## config.mk

```make
export PLATFORM = sky130hd
export DESIGN_NAME = fetch_stage_flat
export DESIGN_NICKNAME = d
export VERILOG_FILES = /design/src/rtl/fetch_stage_if.sv /design/src/rtl/fetch_stage.sv /design/src/flat_wrapper.sv
export SDC_FILE = /design/constraint.sdc
export NUM_CORES = 1
export LEC_CHECK = 0
export CORE_ASPECT_RATIO = 0.8
export CORE_MARGIN = 4
export CORE_UTILIZATION = 40
export CTS_CLUSTER_DIAMETER = 120
export CTS_CLUSTER_SIZE = 28
export DETAILED_ROUTE_END_ITERATION = 6
export GPL_ROUTABILITY_DRIVEN = 0
export PLACE_DENSITY = 0.74
export SLEW_MARGIN = 20
export SYNTH_ARGS = -nofsm -noshare
export SYNTH_HDL_FRONTEND = slang
export SYNTH_SLANG_ARGS = --single-unit
```

## constraint.sdc

```tcl
create_clock -name clk -period 2.3 [get_ports clk]
set_input_delay 0.345 -clock clk [delete_from_list [all_inputs] [get_ports clk]]
set_output_delay 0.345 -clock clk [all_outputs]
set_load 0.005 [all_outputs]
```

## src/rtl/fetch_stage_if.sv

```systemverilog
// Fetch-stage bundle: instruction-memory port, decode control and IF/ID outputs.
// Latency: none, this is only wiring.
// Backpressure: stall travels from decode to fetch on this bundle.
interface fetch_stage_if #(
  parameter int N = 16
);
  logic [N-1:0] PC;
  logic [N-1:0] Instruction;
  logic         stall;
  logic         redirect;
  logic [N-1:0] redirect_pc;
  logic [N-1:0] if_id_instr;
  logic [N-1:0] if_id_pc;
  logic         if_id_valid;
  logic         halted;

  // Fetch stage side
  modport master (
    output PC, if_id_instr, if_id_pc, if_id_valid, halted,
    input  Instruction, stall, redirect, redirect_pc
  );

  // Memory / decode side
  modport slave (
    input  PC, if_id_instr, if_id_pc, if_id_valid, halted,
    output Instruction, stall, redirect, redirect_pc
  );
endinterface

```

## src/rtl/fetch_stage.sv

```systemverilog
// Instruction fetch: PC register plus IF/ID register, halt detection, redirect flush.
// Latency: instruction at PC lands in IF/ID one cycle later; redirect costs one bubble.
// Backpressure: stall freezes PC, IF/ID and state; redirect overrides stall.
// Optional FETCH_PERF_CNT_EN adds saturating fetch_count / flush_count outputs.
module fetch_stage #(
  parameter int             N           = 16,
  parameter int             eff         = 10,
  parameter logic [N-1:0]   RESET_PC    = '0,
  parameter logic [N-1:0]   HALT_OPCODE = 16'hFFFF
) (
  input  logic                 clk,
  input  logic                 rst_n,
`ifdef FETCH_PERF_CNT_EN
  output logic [31:0]          fetch_count,
  output logic [31:0]          flush_count,
`endif
  fetch_stage_if.master        bus
);

  // Memory only sees the low eff bits of PC; it can never be wider than PC itself.
  if (eff > N) begin : g_bad_eff
    $error("fetch_stage: eff must not exceed N");
  end

  typedef enum logic {ST_RUN = 1'b0, ST_HALT = 1'b1} state_t;

  state_t       r_state, w_state_nxt;
  logic [N-1:0] r_pc, w_pc_nxt;
  logic [N-1:0] r_instr, w_instr_nxt;
  logic [N-1:0] r_ipc, w_ipc_nxt;
  logic         r_valid, w_valid_nxt;
  logic         w_load;

  // Next-state and next-register values; redirect beats stall, stall beats normal flow.
  always_comb begin
    w_state_nxt = r_state;
    w_pc_nxt    = r_pc;
    w_instr_nxt = r_instr;
    w_ipc_nxt   = r_ipc;
    w_valid_nxt = r_valid;
    w_load      = 1'b0;
    if (bus.redirect) begin
      // Squashes whatever was fetched behind the branch, including a younger halt.
      w_state_nxt = ST_RUN;
      w_pc_nxt    = bus.redirect_pc;
      w_instr_nxt = '0;
      w_ipc_nxt   = '0;
      w_valid_nxt = 1'b0;
    end else if (!bus.stall) begin
      if (r_state == ST_RUN) begin
        w_load      = 1'b1;
        w_instr_nxt = bus.Instruction;
        w_ipc_nxt   = r_pc;
        w_valid_nxt = 1'b1;
        if (bus.Instruction == HALT_OPCODE) begin
          w_state_nxt = ST_HALT;
        end else begin
          w_pc_nxt = r_pc + N'(1);
        end
      end else begin
        // Halted: keep emitting bubbles, PC parked on the halt instruction.
        w_instr_nxt = '0;
        w_valid_nxt = 1'b0;
      end
    end
  end

  // State and pipeline registers with synchronous reset.
  always_ff @(posedge clk) begin
    if (!rst_n) begin
      r_state <= ST_RUN;
      r_pc    <= RESET_PC;
      r_instr <= '0;
      r_ipc   <= '0;
      r_valid <= 1'b0;
    end else begin
      r_state <= w_state_nxt;
      r_pc    <= w_pc_nxt;
      r_instr <= w_instr_nxt;
      r_ipc   <= w_ipc_nxt;
      r_valid <= w_valid_nxt;
    end
  end

  assign bus.PC          = r_pc;
  assign bus.if_id_instr = r_instr;
  assign bus.if_id_pc    = r_ipc;
  assign bus.if_id_valid = r_valid;
  assign bus.halted      = (r_state == ST_HALT);

`ifdef FETCH_PERF_CNT_EN
  logic [31:0] r_fetch_count;
  logic [31:0] r_flush_count;

  // Saturating event counters: real fetches into IF/ID and redirect flushes.
  always_ff @(posedge clk) begin
    if (!rst_n) begin
      r_fetch_count <= '0;
      r_flush_count <= '0;
    end else begin
      if (w_load && (r_fetch_count != 32'hFFFF_FFFF)) begin
        r_fetch_count <= r_fetch_count + 32'd1;
      end
      if (bus.redirect && (r_flush_count != 32'hFFFF_FFFF)) begin
        r_flush_count <= r_flush_count + 32'd1;
      end
    end
  end

  assign fetch_count = r_fetch_count;
  assign flush_count = r_flush_count;
`endif

endmodule

```

## src/flat_wrapper.sv

```systemverilog
// flat-port wrapper written by rule: the top's interface ports become plain ports
module fetch_stage_flat 
#(
  parameter int             N           = 16,
  parameter int             eff         = 10,
  parameter logic [N-1:0]   RESET_PC    = '0,
  parameter logic [N-1:0]   HALT_OPCODE = 16'hFFFF
)
  (clk, rst_n, bus_PC, bus_if_id_instr, bus_if_id_pc, bus_if_id_valid, bus_halted, bus_Instruction, bus_stall, bus_redirect, bus_redirect_pc);
  fetch_stage_if #(.N(N)) bus_i ();
  input  logic clk;
  input  logic rst_n;
  output wire logic [$bits(bus_i.PC)-1:0] bus_PC;
  output wire logic [$bits(bus_i.if_id_instr)-1:0] bus_if_id_instr;
  output wire logic [$bits(bus_i.if_id_pc)-1:0] bus_if_id_pc;
  output wire logic [$bits(bus_i.if_id_valid)-1:0] bus_if_id_valid;
  output wire logic [$bits(bus_i.halted)-1:0] bus_halted;
  input wire logic [$bits(bus_i.Instruction)-1:0] bus_Instruction;
  input wire logic [$bits(bus_i.stall)-1:0] bus_stall;
  input wire logic [$bits(bus_i.redirect)-1:0] bus_redirect;
  input wire logic [$bits(bus_i.redirect_pc)-1:0] bus_redirect_pc;
  assign bus_PC = bus_i.PC;
  assign bus_if_id_instr = bus_i.if_id_instr;
  assign bus_if_id_pc = bus_i.if_id_pc;
  assign bus_if_id_valid = bus_i.if_id_valid;
  assign bus_halted = bus_i.halted;
  assign bus_i.Instruction = bus_Instruction;
  assign bus_i.stall = bus_stall;
  assign bus_i.redirect = bus_redirect;
  assign bus_i.redirect_pc = bus_redirect_pc;
  fetch_stage #(.N(N), .eff(eff), .RESET_PC(RESET_PC), .HALT_OPCODE(HALT_OPCODE)) u_core (.clk(clk), .rst_n(rst_n), .bus(bus_i));
endmodule
```

---- Yosys cells after proc, flatten, opt, wreduce, memory -nomap -nowiden ----
Index checks and enable logic that the tools add are counted.
W data, S select, Z words.
storage, ports and cells
  bits in registers ....................... 50
  input port bits ......................... 36
cells by class
  $add $sub $neg .......................... 1
  equality and inequality tests ........... 4
  multiplexer cells ....................... 8
  bitwise logic cells ..................... 3
  reduce and logical (&&, ||, !) cells .... 3
operators by type and width
  cell                     number
  $mux W16                 5
  $add A16 B1 Y16 const B  1
  $eq A16 B16 Y1 const B   1
  $ne A2 B2 Y1 const B     2
  $mux W1                  3
  $not A1 Y1               3
  $reduce_and A3 Y1        1
  $ne A2 B1 Y1 const B     1
  $reduce_and A2 Y1        1
  $reduce_or A2 Y1         1

---- Depth between registers and ports, before layout ----
Gate-level depths: netlist of run 1.
  word-level depth ........................ 5
  mapped depth ............................ 5
  gate-level depth less buffers ........... 5

---- Worst setup path before layout of run 1 ----
OpenSTA, ideal clock, no wires.
  path kind ............................... input-to-reg
  start ................................... input bus_Instruction[8]
  end ..................................... register u_core.r_pc[12], in the netlist u_core.bus.PC[12]
  setup time .............................. 0.131 ns
  arrival ................................. 1.434 ns
  required time ........................... 2.169 ns
  path slack .............................. 0.735 ns
  cell stages on the path ................. 5
  buffers on the path ..................... 1
  path through ............................ nand4_1 or4_1 buf_2 a221oi_2 a211oi_1
between the ends
  longest elaborated chain between the ends .. 3
RTL lines
  what                         line                RTL
  from (decl)                  flat_wrapper.sv:18  input wire logic [$bits(bus_i.Instruction)-1:0] bus_Instruction;
  $eq A16 B16 Y1               fetch_stage.sv:55   if (bus.Instruction == HALT_OPCODE) begin
  $ne A2 B2 Y1 (no line)       n/a
  $reduce_and A3 Y1 (no line)  n/a
  to (signal assigned)         fetch_stage.sv:78   r_pc <= w_pc_nxt;
  to (decl)                    fetch_stage.sv:28   logic [N-1:0] r_pc, w_pc_nxt;
Every way passes these cells.
A chain may end at the register's enable or synchronous reset.

---- Worst setup path after layout of run 1 ----
  start ................................... input bus_Instruction[9]
  end ..................................... register u_core.r_pc[12], in the netlist u_core.bus.PC[12]
Same word-level chain as after synthesis.

==> results.md, run 1 <==
- Vias in the first global route: 2154
- Placed cells: 425
- #FFs+latches synth: 50
- GRT Total Usage: approximately 19%
- Setup CP Type: primary input to flop
- Post-synthesis cell count: ~270
- CP max-delay cell: or4_1
- CTS Sinks: 50
- Peak VDD IR: 0.278 mV
- Share of the clock period used by the worst path: between 80 and 90%
- Relative slew slack: roughly 77%
- Share of cells above drive strength 1: between 7 and 8%
- Placed cell areas: approximately 3200 sq um
- Clk_skew: 0.00650 ns
- Final Max Slew Viols: 0
- CP max FO: 6
- First drt pass iteration count: 4
- Critical path arrival: 2.09 ns
- Final TNS setup: 0 ns
- Crit path launch type: primary input
- DIE AREA: a little under 7000 sq um
- Cell Chain, Critical Path: clkdlybuf4s50_1 > nand4_1 > or4_1 > a221oi_2 > a211oi_1
- PostCTS Resize Cnt: 0
- TritonCTS clock tree: built
- Post-DP HPWL: 4840 um
- CTS buffer count: 5
- Core outline area: around 5500 sq um
- Seq/Total Area, Yosys: 44.5%
- Post-CTS Setup Inserts: 0
- Synth cell types: between 40 and 50
- Largest net degree at the start of global routing: 34
- WL final: between 6000 and 7000 um
- Clk_lat worst skew: roughly 0.3 ns
- Routed WL per cell: approximately 15 um
- Vias: between 2000 and 2500
- Antenna-violating nets left: 0
- I/O pins: between 80 and 90
- Post-Layout Cell Count: 433
- Top delay family on crit path: simple AND/OR/NAND/NOR gates
- Worst-path clk slew: ~0.090 ns
- Die Y: roughly 75 um
- Initial Util: about two fifths
- Async set-reset flop share out of synthesis: 0%
- Clock tree root driver cell: clkbuf_8
- Final worst setup slack: 0.399 ns
- Ant diodes: 0
- Synth-to-layout area growth: 47.0%
- First-pass GRT wire length: around 10000 um
- Max incr delay on CP: roughly 0.71 ns
- PortBufs: 85
- Initial DRC Count: approximately 170
- Post-synth net total: 309
- Status: finished, final reports clean
- Post-Synthesis Cell Area: approximately 2300 sq um
- RSZ-0062 raised after global routing: false
- Tot Pwr: between 1.5 and 2 mW
- CP Capture Type: flop
- Max frequency: about 530 MHz
- EDFF count, synth: 0
- Worst Hold Class: flop to flop
- Required time at the worst-slack endpoint: 2.49 ns
- Final Cell Area: approximately 3300 sq um
- Final hold vios: 0
- DRC viols: 0
- CTS H-tree lvls: 2
- Via-per-instance ratio: 5.43
- Fill count: between 500 and 600
- Post-layout nets: just under 400
- Initial antenna violation count: 0
- Final setup fails: 0
- Final Util: 60.6%
- PD cells: 541 nW/um^2
- Ys flop type: dfxtp_1
- Syn_area_per_cell: just over 8 sq um
- Synth warn: 0
- Slew @ Worst Pin: 0.349 ns
- Leakage power: 1.14 nW
- Pre-CTS setup slack: around 0.085 ns
- Clk buf depth: 2
- Cell Rows: 24
- Hold WS: 0.457 ns
- Max Cap Viol: 0
- Die width: 91.9 um
- Tmin final: about 1.9 ns
- Grt total ovfl: 0
- Worst path buffer plus inverter count: 1
- Hold-fix buffers, CTS: 0
## synth_stat cells, types with 5 or more instances
cell type  instances  share of area (%)
a31oi_1            5                1.4
nor3_1             5                1.1
nand2_1           41                6.8
o21ai_0           15                3.3
dfxtp_1           50                 44
clkbuf_1          13                2.2
nand4_1           10                2.8
a22oi_1           16                5.3
nand3_1            8                1.8
nor2_1            25                4.2
buf_2              5                1.1
a21oi_1           19                4.2
## worst paths after layout
path | startpoint | endpoint | slack [ns] | cells past startpoint
worst max register to register | u_core.bus.PC[0] | u_core.bus.PC[6] | 0.49 | 5
worst max-delay path | bus_Instruction[9] | u_core.bus.PC[12] | 0.40 | 5
worst min-delay path | u_core.bus.if_id_pc[13] | u_core.bus.if_id_pc[13] | 0.46 | 2
worst min register to register | u_core.bus.if_id_pc[13] | u_core.bus.if_id_pc[13] | 0.46 | 2
## worst reg2reg max path, delay by kind of cell (launching register included)
kind                     cells  cell delay, ns
AO/OA/AOI/OAI                1            0.16
adder cells (fa/ha/maj)      1            0.23
AND/OR/NAND/NOR              3            0.87
flip-flops                   1            0.49
## cell type report
cell class / count / area, sq um / share of cell area, %
timing repair buffer: 97 / 953 / 28.8
multi-input combinational: 198 / 1140 / 34.6
inverter: 2 / 7.51 / 0.227
tap: 78 / 97.6 / 2.95
clock buffer: 7 / 96.3 / 2.91
sequential: 50 / 1000 / 30.2
clock inverter: 1 / 8.76 / 0.265
## state kept, by name (all words and copies together), names as in the netlist
signal / count
u_core.bus.if_id_valid: 1
u_core.bus.PC: 16
u_core.bus.halted: 1
u_core.bus.if_id_instr: 16
u_core.bus.if_id_pc: 16
## cells by family after synthesis
group	Yosys count	synth area share (%)
flip-flops	50	44.5
AND/OR/NAND/NOR	122	28.5
buffers and inverters	24	4.78
AO/OA/AOI/OAI	75	21.7
adder cells (fa/ha/maj)	1	0.556
## metal layers
metal,wire [um],vias up,GRT usage [%]
met5,0,-,0
met4,82,0,5.44
met3,528,8,5.79
met2,3080,88,29.1
met1,2870,1092,24.9
li1,-,1163,-
## placed cells by master, fill, tap and decap left out, types with 3 or more instances in the layout
| cell | n |
|---|---|
| nand2_1 | 41 |
| a21oi_1 | 19 |
| nor3b_1 | 4 |
| clkdlybuf4s50_1 | 85 |
| a22oi_1 | 16 |
| or4_1 | 4 |
| clkbuf_8 | 7 |
| nor4b_1 | 3 |
| o21ai_1 | 3 |
| nand3_1 | 8 |
| a211oi_1 | 3 |
| nand4_1 | 10 |
| nor4_1 | 4 |
| nor2_1 | 24 |
| buf_4 | 11 |
| dfxtp_1 | 50 |
| and3_1 | 4 |
| a31oi_1 | 5 |
| o31ai_1 | 3 |
| nor3_1 | 5 |
| o21ai_0 | 15 |
## where the power goes
part	total, mW	switching, mW	internal (mW)
clock network	0.570	0.294	0.276
logic	0.279	0.115	0.163
registers	0.942	0.0425	0.899
(Power assumes the default switching activity.)
==> run 2: changes to the inputs <==
CORE_UTILIZATION = 39   (was 40)
PLACE_DENSITY = 0.75   (was 0.74)
clock period = 1.7 ns   (was 2.3 ns; I/O delays follow)
==> results.md, run 2 (synthesized netlist as in run 1, its figures left out) <==
- Status: finished, final reports clean
- Psw: 661 uW (+46%)
- Max frequency: around 600 MHz
- WL final: 7420 um (+13%)
- GRT busiest layer: met2
- PortBufs: 85 (unchanged)
- Final hold vios: 0 (unchanged)
- Hold Path Stages: 3 (+1)
- DIE AREA: 7060 sq um (+2.3%)
- Share of the clock period used by the worst path: a little over nine tenths
- Setup CP Type: primary input to flop
- Cell Rows: 24 (unchanged)
- Tot Pwr: 2.58 mW (+44%)
- Share of cells above drive strength 1: 16.1% (+8.5 points)
- Met3 GRT Util: 4.46% (-1.3 points)
- Final Max Slew Viols: 0 (unchanged)
- Die width: 92.9 um (+1.2%)
- Final Cell Area: 3620 sq um (+9.3%)
- Final Util: 65.4% (+4.9 points)
- PD cells: 713 nW/um^2 (+32%)
- Clock tree root driver cell: clkbuf_8
- Final TNS setup: 0 ns (unchanged)
- CTS Sinks: 50 (unchanged)
- CTS buffer count: 5 (unchanged)
- Final worst setup slack: 0.0238 ns (-0.375 ns)
- Clk buf depth: 2 (unchanged)
- Slew @ Worst Pin: 0.427 ns (+0.0775 ns)
- Clk_lat worst skew: 0.31 ns (about the same)
- Die Y: 76.0 um (+1.1%)
- Pre-CTS setup slack: -0.434 ns (-0.519 ns)
- Vias in the first global route: 2471 (+15%)
- Synth-to-layout area growth: 60.6%
- Final setup fails: 0 (unchanged)
- Post-DP HPWL: 5350 um (+10%)
- Commonest non-fill, non-tap cell in the layout: clkdlybuf4s50_1
- Vias: 2489 (+5.9%)
- Met2 global-route usage: 32.6% (+3.5 points)
- CP max FO: 5 (-1)
- CTS H-tree lvls: 2 (unchanged)
- Int Power: 1.92 mW (+43%)
- DRC viols: 0 (unchanged)
- Placed cell areas: 3410 sq um (+6.6%)
- Post-Layout Cell Count: 464 (+7.2%)
- Critical path arrival: 1.87 ns (-0.22 ns)
- Met1 Use GR: 27.5% (+2.6 points)
- Core outline area: 5530 sq um (+1.1%)
- Required time at the worst-slack endpoint: 1.90 ns (-0.59 ns)
- Initial DRC Count: 129 (-25%)
- First-pass GRT wire length: 11800 um (+14%)
- Ant diodes: 0 (unchanged)
- Post-layout nets: 422 (+7.9%)
- Tmin final: about 1.7 ns
- GRT Total Usage: 20.3% (+1.8 points)
- Crit path launch type: primary input
- Reg2reg end: u_core.bus.PC[14]
- Flop pwr share: 48.7% (-3.9 points)
- CP Capture Type: flop
- Initial antenna violation count: 0 (unchanged)
- Initial Util: 40.7% (-0.45 points)
- Relative slew slack: 71.3% (-5.4 points)
- Worst-path clk slew: 0.10 ns (about the same)
- TritonCTS clock tree: built
- Hold-fix buffers, CTS: 0 (unchanged)
- Reg2reg path depth: 4 (-1)
- Peak VDD IR: 0.419 mV (+51%)
- Routed WL per cell: 16.0 um (+5.6%)
- Clock power frac: 34.0% (+2.2 points)
- R2R setup slack: 0.03 ns (-0.46 ns)
- Antenna-violating nets left: 0 (unchanged)
- Placed cells: 453 (+6.6%)
- Clk_skew: 0.0119 ns (+0.00543 ns)
- Via-per-instance ratio: 5.36 (-1.2%)
- I/O pins: 86 (unchanged)
- Most frequent cells in the layout: clkdlybuf4s50_1, dfxtp_1, nand2_1, buf_4, nor2_1
- Leakage power: 1.38 nW (+21%)
- Hold EP: u_core.bus.if_id_instr[8]
- First drt pass iteration count: 4 (unchanged)
- Sw Ratio: 25.6% (+0.39 points)
- Fill count: 460 (-8.2%)
- HP Start: bus_Instruction[8]
- Worst R2R Start: u_core.bus.PC[12]
- Worst Hold Class: primary input to flop
- Grt total ovfl: 0 (unchanged)
- Max Cap Viol: 0 (unchanged)
- Hold WS: 0.231 ns (-0.227 ns)
- Comb power frac: 17.2% (+1.6 points)
- Largest net degree at the start of global routing: 24 (-29%)
run 2: changes by cell type in the layout (fill, tap and decap cells not counted), moves of 2 or more:
cell	before	now
buf_4	11	40
clkdlybuf4s50_1	85	77
dlymetal6s2s_1	0	8
clkbuf_8	7	5
run 2: power groups by stage:
| stage | Combinational, mW | Sequential (mW) | Clock (mW) |
|---|---|---|---|
| floorplan | 0.151 | 1.29 | 0 |
| global placement | 0.434 | 1.28 | 0 |
| detailed placement | 0.441 | 1.28 | 0 |
| CTS | 0.444 | 1.25 | 0.890 |
| global route | 0.483 | 1.26 | 0.942 |
| finish | 0.444 | 1.26 | 0.877 |
run 2: metal layers:
layer / wire, um / vias to the layer above
met2: 3620 / 82
met5: 0 / -
met3: 400 / 8
met4: 65 / 0
met1: 3340 / 1174
li1: - / 1225
run 2: timing repair:
item	CTS	global route
pin swaps	1	6
gates cloned	0	2
hold endpoints to repair	0	0
setup buffers	0	1
endpoints found under the setup margin	3	7
resized for setup	1	12
run 2: layout make-up:
cell class                 instances  area (sq um)  area share (%)
timing repair buffer             128          1230            33.9
multi-input combinational        198          1160            32.2
sequential                        50          1000            27.7
tap                               78          97.6            2.70
clock buffer                       5          68.8            1.90
clock inverter                     3          47.5            1.31
inverter                           2          7.51           0.208
run 2: worst max-delay path by stage:
stage / startpoint / to / slack, ns
6_report: bus_stall / u_core.bus.PC[14] / 0.02
5_1_grt: u_core.bus.PC[12] / u_core.bus.PC[14] / -0.11
4_1_cts: bus_Instruction[15] / u_core.bus.PC[12] / 0.007
3_5_place_dp: bus_Instruction[9] / u_core.bus.PC[12] / -0.43
3_3_place_gp: bus_Instruction[10] / u_core.bus.PC[12] / -0.41
2_1_floorplan: u_core.bus.PC[0] / u_core.bus.PC[6] / 0.15
run 2: critical path, stage by stage:
cell	delay, ns
clkdlybuf4s50_1	0.49
and4bb_1	0.31
or3b_1	0.40
nor4_1	0.32
nor3_1	0.09
